==> src/rtl/fma_sched_pkg.sv <==
// Shared types and constants for the FMA job scheduler and its datapath.
package fma_sched_pkg;

  typedef logic [31:0] word_t;
  typedef logic [15:0] half_t;

  localparam int LEN_W_DEF = 8;
  localparam int NUM_REQ   = 2;

  typedef enum logic [2:0] {
    IDLE,
    LOAD,
    RUN,
    DRAIN,
    RESP
  } state_e;

  // One beat's contribution to the accumulator: unsigned m*x + c, kept to 32 bits.
  function automatic word_t mac_term(input half_t m, input half_t x, input half_t c);
    return (word_t'(m) * word_t'(x)) + word_t'(c);
  endfunction

endpackage

==> src/rtl/fma_job_scheduler_fused_multiply_add.sv <==
// Multiply-accumulate datapath: load a start value, then add m*x + c on each pass.
module fused_multiply_add
  import fma_sched_pkg::*;
(
  input  logic  clk,
  input  logic  rst_n,
  input  logic  cntrl_load,
  input  word_t cntrl_init,
  input  logic  pass,
  input  half_t m,
  input  half_t x,
  input  half_t c,
  output word_t sum
);

  word_t acc_q;
  word_t acc_d;

  // Next accumulator value: load wins over pass, otherwise hold.
  always_comb begin
    acc_d = acc_q;
    if (cntrl_load) begin
      acc_d = cntrl_init;
    end else if (pass) begin
      acc_d = acc_q + mac_term(m, x, c);
    end
  end

  // Accumulator register; wraps modulo 2^32.
  always_ff @(posedge clk) begin
    // NOTE: state registers use non-blocking assignment so every flop samples pre-edge values.
    if (!rst_n) begin
      acc_q <= '0;
    end else begin
      acc_q <= acc_d;
    end
  end

  assign sum = acc_q;

endmodule

==> src/rtl/fma_job_scheduler.sv <==
// Two-requester round-robin job scheduler sharing one multiply-accumulate datapath.
module fma_job_scheduler
  import fma_sched_pkg::*;
#(
  parameter int LEN_W = LEN_W_DEF
) (
  input  logic             clk,
  input  logic             rst_n,
  // requester 0
  input  logic             req0_valid,
  output logic             req0_ready,
  input  logic [31:0]      req0_init,
  input  logic [LEN_W-1:0] req0_len,
  input  logic             op0_valid,
  output logic             op0_ready,
  input  logic [15:0]      op0_m,
  input  logic [15:0]      op0_x,
  input  logic [15:0]      op0_c,
  output logic             rsp0_valid,
  input  logic             rsp0_ready,
  output logic [31:0]      rsp0_y,
  // requester 1
  input  logic             req1_valid,
  output logic             req1_ready,
  input  logic [31:0]      req1_init,
  input  logic [LEN_W-1:0] req1_len,
  input  logic             op1_valid,
  output logic             op1_ready,
  input  logic [15:0]      op1_m,
  input  logic [15:0]      op1_x,
  input  logic [15:0]      op1_c,
  output logic             rsp1_valid,
  input  logic             rsp1_ready,
  output logic [31:0]      rsp1_y,
  // status
  output logic             busy,
  output logic             owner
);

  // Requester-indexed views of the ports so the FSM can select by owner.
  logic [NUM_REQ-1:0] req_valid_v;
  logic [NUM_REQ-1:0] op_valid_v;
  logic [NUM_REQ-1:0] rsp_ready_v;
  word_t              req_init_v [NUM_REQ];
  logic [LEN_W-1:0]   req_len_v  [NUM_REQ];

  assign req_valid_v   = {req1_valid, req0_valid};
  assign op_valid_v    = {op1_valid, op0_valid};
  assign rsp_ready_v   = {rsp1_ready, rsp0_ready};
  assign req_init_v[0] = req0_init;
  assign req_init_v[1] = req1_init;
  assign req_len_v[0]  = req0_len;
  assign req_len_v[1]  = req1_len;

  state_e           state_q, state_d;
  logic             rr_q, rr_d;
  logic             owner_q, owner_d;
  word_t            init_q, init_d;
  logic [LEN_W-1:0] len_q, len_d;
  logic [LEN_W-1:0] cnt_q, cnt_d;
  word_t            rsp_y_q, rsp_y_d;

  logic [NUM_REQ-1:0] req_ready_v;
  logic [NUM_REQ-1:0] op_ready_v;
  logic [NUM_REQ-1:0] rsp_valid_v;

  logic  dp_load;
  logic  dp_pass;
  word_t dp_sum;

  // FSM next state, arbitration, job capture and per-requester handshakes.
  always_comb begin
    // NOTE: every variable gets a default first so no path through the case infers a latch.
    state_d     = state_q;
    rr_d        = rr_q;
    owner_d     = owner_q;
    init_d      = init_q;
    len_d       = len_q;
    cnt_d       = cnt_q;
    rsp_y_d     = rsp_y_q;
    req_ready_v = '0;
    op_ready_v  = '0;
    rsp_valid_v = '0;
    dp_load     = 1'b0;
    dp_pass     = 1'b0;

    unique case (state_q)
      IDLE: begin
        // Both valid: the rr pointer decides; one valid: that one wins.
        if (rst_n && (req_valid_v != '0)) begin
          owner_d              = (&req_valid_v) ? rr_q : req_valid_v[1];
          req_ready_v[owner_d] = 1'b1;
          init_d               = req_init_v[owner_d];
          len_d                = req_len_v[owner_d];
          state_d              = LOAD;
        end
      end
      LOAD: begin
        dp_load = 1'b1;
        cnt_d   = '0;
        state_d = (len_q != '0) ? RUN : DRAIN;
      end
      RUN: begin
        op_ready_v[owner_q] = 1'b1;
        if (op_valid_v[owner_q]) begin
          dp_pass = 1'b1;
          cnt_d   = cnt_q + LEN_W'(1);
          if (cnt_q == len_q - LEN_W'(1)) begin
            state_d = DRAIN;
          end
        end
      end
      DRAIN: begin
        rsp_y_d = dp_sum;
        state_d = RESP;
      end
      RESP: begin
        rsp_valid_v[owner_q] = 1'b1;
        if (rsp_ready_v[owner_q]) begin
          rr_d    = ~owner_q;
          state_d = IDLE;
        end
      end
      default: state_d = IDLE;
    endcase
  end

  // State and job registers; reset drops any job in flight.
  always_ff @(posedge clk) begin
    if (!rst_n) begin
      state_q <= IDLE;
      rr_q    <= 1'b0;
      owner_q <= 1'b0;
      init_q  <= '0;
      len_q   <= '0;
      cnt_q   <= '0;
      rsp_y_q <= '0;
    end else begin
      state_q <= state_d;
      rr_q    <= rr_d;
      owner_q <= owner_d;
      init_q  <= init_d;
      len_q   <= len_d;
      cnt_q   <= cnt_d;
      rsp_y_q <= rsp_y_d;
    end
  end

  fused_multiply_add u_fma (
    .clk        (clk),
    .rst_n      (rst_n),
    .cntrl_load (dp_load),
    .cntrl_init (init_q),
    .pass       (dp_pass),
    .m          (owner_q ? op1_m : op0_m),
    .x          (owner_q ? op1_x : op0_x),
    .c          (owner_q ? op1_c : op0_c),
    .sum        (dp_sum)
  );

  assign req0_ready = req_ready_v[0];
  assign req1_ready = req_ready_v[1];
  assign op0_ready  = op_ready_v[0];
  assign op1_ready  = op_ready_v[1];
  assign rsp0_valid = rsp_valid_v[0];
  assign rsp1_valid = rsp_valid_v[1];
  assign rsp0_y     = rsp_y_q;
  assign rsp1_y     = rsp_y_q;
  assign busy       = (state_q != IDLE);
  assign owner      = owner_q;

endmodule

==> config.mk <==
export PLATFORM = sky130hd
export DESIGN_NAME = fma_job_scheduler
export DESIGN_NICKNAME = d
export VERILOG_FILES = /design/src/rtl/fma_sched_pkg.sv /design/src/rtl/fma_job_scheduler_fused_multiply_add.sv /design/src/rtl/fma_job_scheduler.sv
export SDC_FILE = /design/constraint.sdc
export NUM_CORES = 1
export LEC_CHECK = 0
export BUFFER_PORTS_ARGS = -buffer_cell sky130_fd_sc_hd__clkbuf_2
export CORE_UTILIZATION = 60
export DETAILED_ROUTE_END_ITERATION = 7
export GPL_ROUTABILITY_DRIVEN = 0
export GPL_TIMING_DRIVEN = 1
export MAX_ROUTING_LAYER = met4
export PLACE_DENSITY = 0.87
export SYNTH_ARGS = -nofsm -noshare
export SYNTH_HDL_FRONTEND = slang
export SYNTH_SLANG_ARGS = --single-unit
==> constraint.sdc <==
create_clock -name clk -period 10.99 [get_ports clk]
set_input_delay 0.5495 -clock clk [delete_from_list [all_inputs] [get_ports clk]]
set_output_delay 0.5495 -clock clk [all_outputs]
set_load 0.01 [all_outputs]
==> flow_metrics.py, run 1 <==
metrics = {
    "outcome": {
        "outcome": "finished, final reports clean",
    },
    "synthesis": {
        "syn_nets": 2373,
        "synthesis.area_um2": 15900,
        "ys_types": 70,
        "syn_inst": 1849,
        "synth_edf_count": 0,
        "yosys_warnings": 0,
        "seq_area_frac_synth": 0.148,
        "synth.avg_cell_area_um2": 8.59,
        "synthFlopType": "dfxtp_1",
        "ys_ff_latch": 117,
        "async_flop_share": 0,
    },
    "clock_network": {
        "cts_max_path_buffers": 2,
        "clk_latency_ns": 0.41,
        "htreeDepth": 4,
        "cts.repair_timing.setup_buffer_count": 0,
        "cts_made_buffers": 17,
        "path_clk_slew_ns": 0.06,
        "hold_buffers": 0,
        "tritoncts": "yes",
        "clock-sinks": 117,
        "cts_resized": 0,
        "root_buffer": "clkbuf_16",
    },
    "detailed_routing": {
        "wl_met1_um": 17200,
        "dr_wl_met2_um": 19100,
        "route.detailed.drc": 0,
        "dr_wl_met3_um": 4270,
        "drtIter0Drc": 1374,
        "wl_per_cell_um": 17.6,
        "detail-route-antenna-nets": 0,
        "vias": 13600,
        "vias_per_cell": 5.71,
        "drt-total-wl_um": 42000,
        "dr.pass1.iters": 6,
        "highest_layer": "met4",
    },
    "worst_setup_path": {
        "arrival_ns": 7.80,
        "worstRegToRegCells": 21,
        "crit_path_start": "owner",
        "r2r_end": "u_fma.sum[20]",
        "rr_startpoint": "owner",
        "cp_max_fo": 56,
        "critPathKind": "reg2reg",
        "crit_path_end_kind": "flop",
        "required_ns": 11.26,
        "rrSetupSlack_ns": 3.46,
        "crit_path_end": "u_fma.sum[20]",
        "critPathLaunchType": "flop",
    },
    "grt": {
        "grt_max_degree": 83,
        "grt_pass1_wl_um": 68400,
        "grt_pass1_vias": 13700,
        "grt_util_all_layers": 0.334,
        "grt-ovfl-total": 0,
        "antenna_found_initial": 0,
    },
    "timing": {
        "slew_headroom": 0.172,
        "setup_viol": 0,
        "worstMarginPinSlew_ns": 1.24,
        "finalCritPeriodShare": 0.685,
        "rsz0062_at_grt": "false",
        "hold_ws_ns": 0.470,
        "skew_ns": 0.00809,
        "fin_crit_ns": 7.53,
        "setup_ws_ns": 3.46,
        "setup_tns_ns": 0,
        "slew_viol_final": 0,
        "max_freq_mhz": 133,
        "finalHoldViolations": 0,
    },
    "cells_and_area": {
        "final_layout_size_suffix_gt1_frac": 0.173,
        "fin_nets": 2554,
        "syn_to_final_growth_pct": 11.6,
        "num_antenna_cells": 0,
        "final_area_um2": 17700,
    },
    "floorplanning": {
        "dieWidth_um": 165,
        "start_util": 0.611,
        "fp.dieH_um": 165,
        "rows": 59,
        "ios": 256,
        "core_area_um2": 26000,
        "die_area_um2": 27100,
    },
    "placement": {
        "dpl_cell_area_um2": 17100,
        "place_ws_ns": 3.64,
        "dp_hpwl_um": 34500,
        "portBuffers": 255,
    },
    "run": {
        "drv_cap": 0,
    },
    "min_path": {
        "hold_path.class": "reg2reg",
    },
}
worst max-delay path: stages (launching register included):
cell	delay [ns]
dfxtp_4	0.63
buf_4	0.69
mux2i_1	0.72
nor2_1	0.14
fa_1	0.53
inv_1	0.05
fa_1	0.40
fa_1	0.55
inv_1	0.06
fa_1	0.53
fa_1	0.51
inv_1	0.05
fa_1	0.49
inv_1	0.06
ha_1	0.35
a21oi_1	0.33
a21boi_1	0.16
a211oi_4	0.34
o21ai_2	0.15
a21oi_1	0.24
xor2_1	0.25
a211oi_1	0.11
synth_stat cells, drive strengths merged (2+ instances only):
cell	number	area share
inv	361	0.085
nand2	288	0.069
fa	241	0.30
nor2	149	0.035
dfxtp	117	0.15
ha	99	0.078
mux2i	90	0.057
buf	60	0.024
a21oi	53	0.017
clkbuf	43	0.010
a21boi	42	0.020
o211a	40	0.025
o21ai	37	0.012
mux2	31	0.022
xnor2	19	0.010
xor2	18	0.0099
nand3	15	0.0047
a211oi	11	0.0066
nand4	11	0.0051
nor2b	10	0.0039
nor3	10	0.0038
a31oi	9	0.0035
and2	9	0.0035
nand2b	9	0.0035
and3	8	0.0032
o221ai	8	0.0044
a21o	7	0.0033
o21bai	6	0.0031
o211ai	5	0.0027
or3	5	0.0020
a221oi	4	0.0022
a22oi	3	0.0014
o21a	3	0.0014
o22ai	3	0.0012
o31ai	3	0.0017
or2	3	0.0012
a311oi	2	0.0011
a32oi	2	0.0011
nand3b	2	0.00095
nor3b	2	0.00095
state kept, by name, summed over array words and instances, names as in the netlist:
name       flops
init_q        32
rr_q           1
rsp0_y        32
cnt_q          8
state_q        3
u_fma.sum     32
len_q          8
owner          1
cell families (layout without fill, tap and decap cells):
kind of cell | count (synthesis) | after routing | synth area share
AND/OR/NAND/NOR | 528 | 528 | 0.141
buffers and inverters | 464 | 658 | 0.119
adder cells (fa/ha/maj) | 340 | 340 | 0.382
AO/OA/AOI/OAI | 242 | 242 | 0.111
multiplexers | 121 | 121 | 0.0787
flip-flops | 117 | 117 | 0.148
XOR/XNOR | 37 | 37 | 0.0204
through the flow:
| step | std cells | util |
|---|---|---|
| detailed placement | 2346 | 0.659 |
| floorplan | 1849 | - |
| global route | 2378 | 0.682 |
| finish | 2378 | 0.682 |
| global placement | 2346 | 0.659 |
| CTS | 2378 | 0.682 |
metal layers:
metal  vias to the layer above  global-route usage
met1                      6469               0.442
met3                       131              0.0530
li1                       6146                   -
met4                         0               0.120
met2                       828               0.519
met5                         -                   -
cells in the final DEF (no fill, tap or decap), types with 17 or more instances in the layout:
cell type and n:
a21boi_0 39, fa_1 241, dfxtp_1 116, o211a_1 40, xnor2_1 19, clkbuf_16 17, a21oi_1 51, inv_1 361
ha_1 99, mux2i_1 90, mux2_2 30, o21ai_0 31, nor2_1 148, xor2_1 18, nand2_1 286, clkbuf_2 254
how the worst min path moves through the flow:
stage	cells past startpoint	slack [ns]	end	startpoint
3_5_place_dp	2	0.46	rsp0_y[16]	u_fma.sum[16]
2_1_floorplan	2	0.44	rsp0_y[26]	u_fma.sum[26]
6_report	2	0.47	rsp0_y[16]	u_fma.sum[16]
3_3_place_gp	2	0.46	rsp0_y[6]	u_fma.sum[6]
5_1_grt	4	0.49	init_q[22]	req1_init[22]
4_1_cts	2	0.47	rsp0_y[16]	u_fma.sum[16]
layout make-up:
| type | count | area, um^2 |
|---|---|---|
| Clock inverter | 15 | 170 |
| Inverter | 361 | 1360 |
| Fill cell | 1971 | 8260 |
| Multi-Input combinational cell | 1268 | 11700 |
| Tap cell | 335 | 419 |
| Clock buffer | 17 | 425 |
| Timing Repair Buffer | 265 | 1350 |
| Sequential cell | 117 | 2350 |
Power of run 1 is left out: the tool's default activity adds up to more than one toggle a clock period on the data nets, which glitch-free logic cannot reach.
==> run 2, diff against run 1 <==
- ABC_AREA: unset -> 1
- CORE_UTILIZATION: 60 -> 54
- PLACE_DENSITY: 0.87 -> 0.83
- clock period: 10.99 -> 6.5 ns (I/O delays scaled with it)
==> run 2 against run 1 <==
  * Die area increased by 13%
  * Flip-flop and latch count unchanged
  * Routed wire length increased by 13%
  * Largest cell class unchanged
==> flow_metrics.py, run 2 <==
metrics = {
    "placement": {
        "portBuffers": 255,
        "place_ws_ns": 0.101,
        "dp_hpwl_um": 38700,
    },
    "synthesis": {
        "ys_ff_latch": 117,
        "yosys.area.top_type_share": 0.298,
        "yosys.area_share.xor_xnor": 0.0108,
        "syn_nets": 2740,
        "synthTopCellsByArea": "fa_1, dfxtp_1, nand2_1, inv_1, ha_1",
        "synth_compound_area_frac": 0.0797,
        "async_flop_share": 0,
        "yosysMostFrequentCell": "nand2_1",
        "ys_types": 40,
        "synth_common_cells": "nand2_1, inv_1, fa_1, nor2_1, dfxtp_1",
        "synthFlopType": "dfxtp_1",
        "synth_edf_count": 0,
        "synth.avg_cell_area_um2": 7.29,
        "yosysTopAreaCell": "fa_1",
        "synthAdderAreaFrac": 0.375,
        "syn_inst": 2216,
        "synthMuxAreaShare": 0.00929,
        "synthesis.area_um2": 16200,
        "synth_top_family_by_area": "adder cells",
        "synth-simple-area-share": 0.222,
        "yosys_warnings": 0,
        "seq_area_frac_synth": 0.145,
    },
    "clock_network": {
        "htreeDepth": 4,
        "hold_buffers": 0,
        "root_buffer": "clkbuf_16",
        "clk_latency_ns": 0.44,
        "cts_max_path_buffers": 2,
        "cts_made_buffers": 17,
        "tritoncts": "yes",
        "clock-sinks": 117,
        "path_clk_slew_ns": 0.08,
    },
    "grt": {
        "grt_util_all_layers": 0.326,
        "grt_pass1_wl_um": 76000,
        "grt-ovfl-total": 0,
        "grt_pass1_vias": 15200,
        "grt_max_degree": 57,
        "antenna_found_initial": 0,
    },
    "detailed_routing": {
        "detail-route-antenna-nets": 0,
        "drt-total-wl_um": 47400,
        "vias_per_cell": 5.40,
        "route.detailed.drc": 0,
        "wl_per_cell_um": 16.8,
        "vias": 15300,
        "dr.pass1.iters": 8,
        "drtIter0Drc": 1445,
    },
    "floorplanning": {
        "core_area_um2": 29100,
        "fp.dieH_um": 175,
        "die_area_um2": 30600,
        "ios": 256,
        "dieWidth_um": 175,
        "rows": 62,
        "start_util": 0.556,
    },
    "cells_and_area": {
        "num_antenna_cells": 0,
        "final_cell_mix": "nand2_1, inv_1, clkbuf_2",
        "syn_to_final_growth_pct": 13.5,
        "ff_latch_area_um2": 2350,
        "fin_nets": 2957,
        "final_layout_size_suffix_gt1_frac": 0.176,
        "final_util": 0.631,
        "fillers": 2444,
        "layout_commonest_cell": "nand2_1",
        "multiInputGateArea_um2": 11300,
    },
    "timing": {
        "finalCritPeriodShare": 0.982,
        "slew_viol_final": 0,
        "skew_ns": 0.0240,
        "worstMarginPinSlew_ns": 0.874,
        "max_freq_mhz": 157,
        "setup_viol": 0,
        "hold_ws_ns": 0.145,
        "finalHoldViolations": 0,
        "setup_ws_ns": 0.115,
        "setup_tns_ns": 0,
        "fin_crit_ns": 6.39,
        "slew_headroom": 0.417,
    },
    "run": {
        "drv_cap": 0,
    },
    "worst_setup_path": {
        "cp_top_family": "adder cells",
        "required_ns": 6.78,
        "critPathKind": "reg2reg",
        "cp_max_fo": 32,
        "rrSetupSlack_ns": 0.11,
        "max_stage_delay_ns": 0.53,
        "cpMaxStageDelayCell": "fa_1",
        "cp_num_buf_inv": 10,
        "crit_path_end_kind": "flop",
        "critPathLaunchType": "flop",
        "arrival_ns": 6.67,
    },
    "min_path": {
        "hold_path.class": "in2reg",
    },
    "outcome": {
        "outcome": "finished, final reports clean",
    },
}
==> run 2: changes by cell type after synthesis, moves of 25 or more <==
cell	delta
a21boi_0	-39
nand3_1	+36
mux2_2	-30
o21ai_2	+25
or2_2	+30
nor2_1	+60
o21ai_0	+37
nand2_1	+277
o211a_1	-40
mux2i_1	-75
a31oi_1	+36
inv_1	+136
==> run 2: cell families (layout without fill, tap and decap cells) <==
| family | count (synthesis) | count (layout) |
|---|---|---|
| buffers and inverters | 619 | 847 |
| XOR/XNOR | 20 | 20 |
| flip-flops | 117 | 117 |
| multiplexers | 15 | 15 |
| adder cells (fa/ha/maj) | 340 | 340 |
| AND/OR/NAND/NOR | 885 | 885 |
| AO/OA/AOI/OAI | 220 | 220 |
==> run 2: layout make-up <==
cell class	count	area share
Multi-Input combinational cell	1480	0.616
Sequential cell	117	0.128
Inverter	521	0.108
Timing Repair Buffer	296	0.0897
Tap cell	384	0.0262
Clock buffer	18	0.0239
Clock inverter	12	0.00852
==> run 2: worst paths after layout <==
kind,endpoint,start,cells past startpoint
worst max-delay path,u_fma.sum[31],owner,29
worst min-delay path,init_q[9],req1_init[9],3
worst max register to register,u_fma.sum[31],owner,29
worst min register to register,u_fma.sum[16],u_fma.sum[16],2
==> run 2: stage by stage <==
step           cells  area (um^2)
4_1_cts         2817        18200
5_1_grt         2828        18300
6_report        2828        18300
3_5_place_dp    2787        17600
2_1_floorplan   2216        16200
3_3_place_gp    2787        17600
==> run 2: repair_timing <==
| action | CTS | global route |
|---|---|---|
| setup endpoints to repair | 0 | 18 |
| buffers inserted | 0 | 10 |
| gates resized for setup | 0 | 18 |
==> run 2: worst register-to-register path: cells and delay by family, from the launching register on <==
family | cells | cell delay [ns]
fa+ha+maj | 7 | 2.97
buf+inv | 10 | 1.10
simple gates | 10 | 1.54
flops | 1 | 0.44
compound gates | 2 | 0.17
==> run 2: routing by layer <==
layer	vias up	global-route usage	wire length, um
met5	-	-	0
met4	0	0.123	1830
met3	193	0.0731	5780
met2	953	0.512	21500
met1	7120	0.412	18300
li1	6993	-	-
Power of run 2 is left out for the same reason.
==> run 3, diff against run 2 <==
- CORE_UTILIZATION: 54 -> 60
- PLACE_DENSITY: 0.83 -> unset
- PLACE_DENSITY_LB_ADDON: unset -> 0.12
- REMOVE_ABC_BUFFERS: unset -> 1
- clock period: 6.5 -> 7.64 ns (I/O delays scaled with it)
==> run 3 against run 2 <==
  * The run now ends with DRC left
  * Clock skew decreased by 0.0057 ns
  * Flip-flop and latch count unchanged
  * Register-to-register slack improved by 0.70 ns
  * Die area decreased by 9.9%
  * Routed wire length decreased by 6.4%
  * Global-route usage increased by 2.1 points
  * Cell count decreased by 2.7%
  * Critical path depth decreased by 3
  * Critical path type unchanged
==> flow_metrics.py, run 3 (synthesis results as in run 2) <==
metrics = {
    "cells_and_area": {
        "syn_to_final_growth_pct": 11.0,
        "num_antenna_cells": 0,
        "final_layout_size_suffix_gt1_frac": 0.161,
        "fin_nets": 2929,
        "final_cell_mix": "nand2_1, inv_1, clkbuf_2",
        "layout_commonest_cell": "nand2_1",
    },
    "timing": {
        "setup_tns_ns": 0,
        "finalCritPeriodShare": 0.894,
        "fin_crit_ns": 6.83,
        "worstMarginPinSlew_ns": 1.20,
        "rsz0062_at_grt": "false",
        "finalHoldViolations": 0,
        "skew_ns": 0.0183,
        "slew_headroom": 0.197,
        "max_freq_mhz": 146,
        "setup_viol": 0,
        "slew_viol_final": 0,
    },
    "clock_network": {
        "clk_latency_ns": 0.42,
        "cts_resized": 0,
        "root_buffer": "clkbuf_16",
        "clock-sinks": 117,
        "cts_max_path_buffers": 2,
        "cts_made_buffers": 17,
        "path_clk_slew_ns": 0.07,
        "cts.repair_timing.setup_buffer_count": 0,
        "tritoncts": "yes",
        "htreeDepth": 4,
        "hold_buffers": 0,
    },
    "detailed_routing": {
        "detail-route-antenna-nets": 0,
        "highest_layer": "met4",
        "route.detailed.drc": 14,
        "wl_per_cell_um": 16.1,
        "wl_met1_um": 18200,
        "drtIter0Drc": 1274,
        "dr_wl_met2_um": 20300,
        "vias": 14500,
        "vias_per_cell": 5.27,
        "dr_wl_met3_um": 4320,
        "drt-total-wl_um": 44400,
        "dr.pass1.iters": 8,
    },
    "run": {
        "drv_cap": 0,
    },
    "floorplanning": {
        "ios": 256,
        "rows": 59,
        "fp.dieH_um": 166,
        "dieWidth_um": 166,
        "die_area_um2": 27600,
        "core_area_um2": 26200,
        "start_util": 0.617,
    },
    "worst_setup_path": {
        "r2r_end": "u_fma.sum[24]",
        "critPathKind": "reg2reg",
        "rrSetupSlack_ns": 0.81,
        "worstRegToRegCells": 26,
        "rr_startpoint": "owner",
        "crit_path_end_kind": "flop",
        "required_ns": 7.88,
        "cp_max_fo": 38,
        "arrival_ns": 7.07,
        "critPathLaunchType": "flop",
    },
    "grt": {
        "grt-ovfl-total": 0,
        "grt_pass1_wl_um": 73100,
        "grt_pass1_vias": 14400,
        "grt_max_degree": 69,
        "antenna_found_initial": 0,
        "grt_util_all_layers": 0.348,
    },
    "outcome": {
        "failed_checks": "DRC",
        "outcome": "finished with violations",
    },
    "min_path": {
        "hold_end": "len_q[4]",
        "min_path_cells": 3,
        "hp-start": "req1_len[4]",
        "hold_path.class": "in2reg",
    },
    "placement": {
        "portBuffers": 255,
        "dp_hpwl_um": 37000,
    },
}
-- run 3: changes by cell type in the layout (fill, tap and decap cells not counted), moves of 3 or more --
cell | before | now
clkinvlp_4 | 11 | 2
inv_1 | 492 | 497
buf_4 | 36 | 13
clkinv_2 | 1 | 4
-- run 3: critical path, stage by stage (launching register included) --
cell and delay (ns):
dfxtp_4 0.42, inv_2 0.49, or2_2 0.23, o21ai_2 0.08, inv_1 0.42, nand2_1 0.17, fa_1 0.55, inv_1 0.05
fa_1 0.50, inv_1 0.06, fa_1 0.53, inv_1 0.05, fa_1 0.48, fa_1 0.50, inv_1 0.05, fa_1 0.49
inv_1 0.05, ha_1 0.35, nand2_1 0.09, nor2_1 0.27, nand2_1 0.11, nor2_1 0.12, nand2_1 0.07, nand3_1 0.17
nor2_1 0.06, o21ai_0 0.19, a21oi_1 0.09
-- run 3: area by class of cell --
cell class | instances | area [um^2]
Tap cell | 335 | 419
Multi-Input combinational cell | 1480 | 11300
Clock inverter | 12 | 130
Fill cell | 2318 | 8270
Clock buffer | 20 | 447
Timing Repair Buffer | 268 | 1370
Sequential cell | 117 | 2350
Inverter | 521 | 1960
-- run 3: worst max-delay path by stage --
stage | from | end | depth (start not counted)
6_report | owner | u_fma.sum[24] | 26
3_5_place_dp | owner | u_fma.sum[29] | 27
3_3_place_gp | owner | u_fma.sum[29] | 27
4_1_cts | owner | u_fma.sum[31] | 26
5_1_grt | owner | u_fma.sum[29] | 25
2_1_floorplan | owner | u_fma.sum[24] | 24
-- run 3: per-stage QoR --
step / hold WS, ns / util / area [um^2] / cells / setup slack, ns
6_report: 0.204 / 0.684 / 17900 / 2753 / 0.812
5_1_grt: 0.219 / 0.684 / 17900 / 2753 / 0.454
4_1_cts: 0.203 / 0.684 / 17900 / 2753 / 0.893
3_5_place_dp: 0.460 / 0.662 / 17400 / 2721 / 0.921
3_3_place_gp: 0.453 / 0.662 / 17400 / 2721 / 0.949
2_1_floorplan: 0.440 / - / 15600 / 2118 / 0.0665
-- run 3: layer usage --
| metal | global-route usage | vias to the layer above |
|---|---|---|
| met1 | 0.445 | 6777 |
| met5 | - | - |
| li1 | - | 6925 |
| met3 | 0.0732 | 100 |
| met2 | 0.547 | 694 |
| met4 | 0.125 | 0 |
Power of run 3 is left out for the same reason.
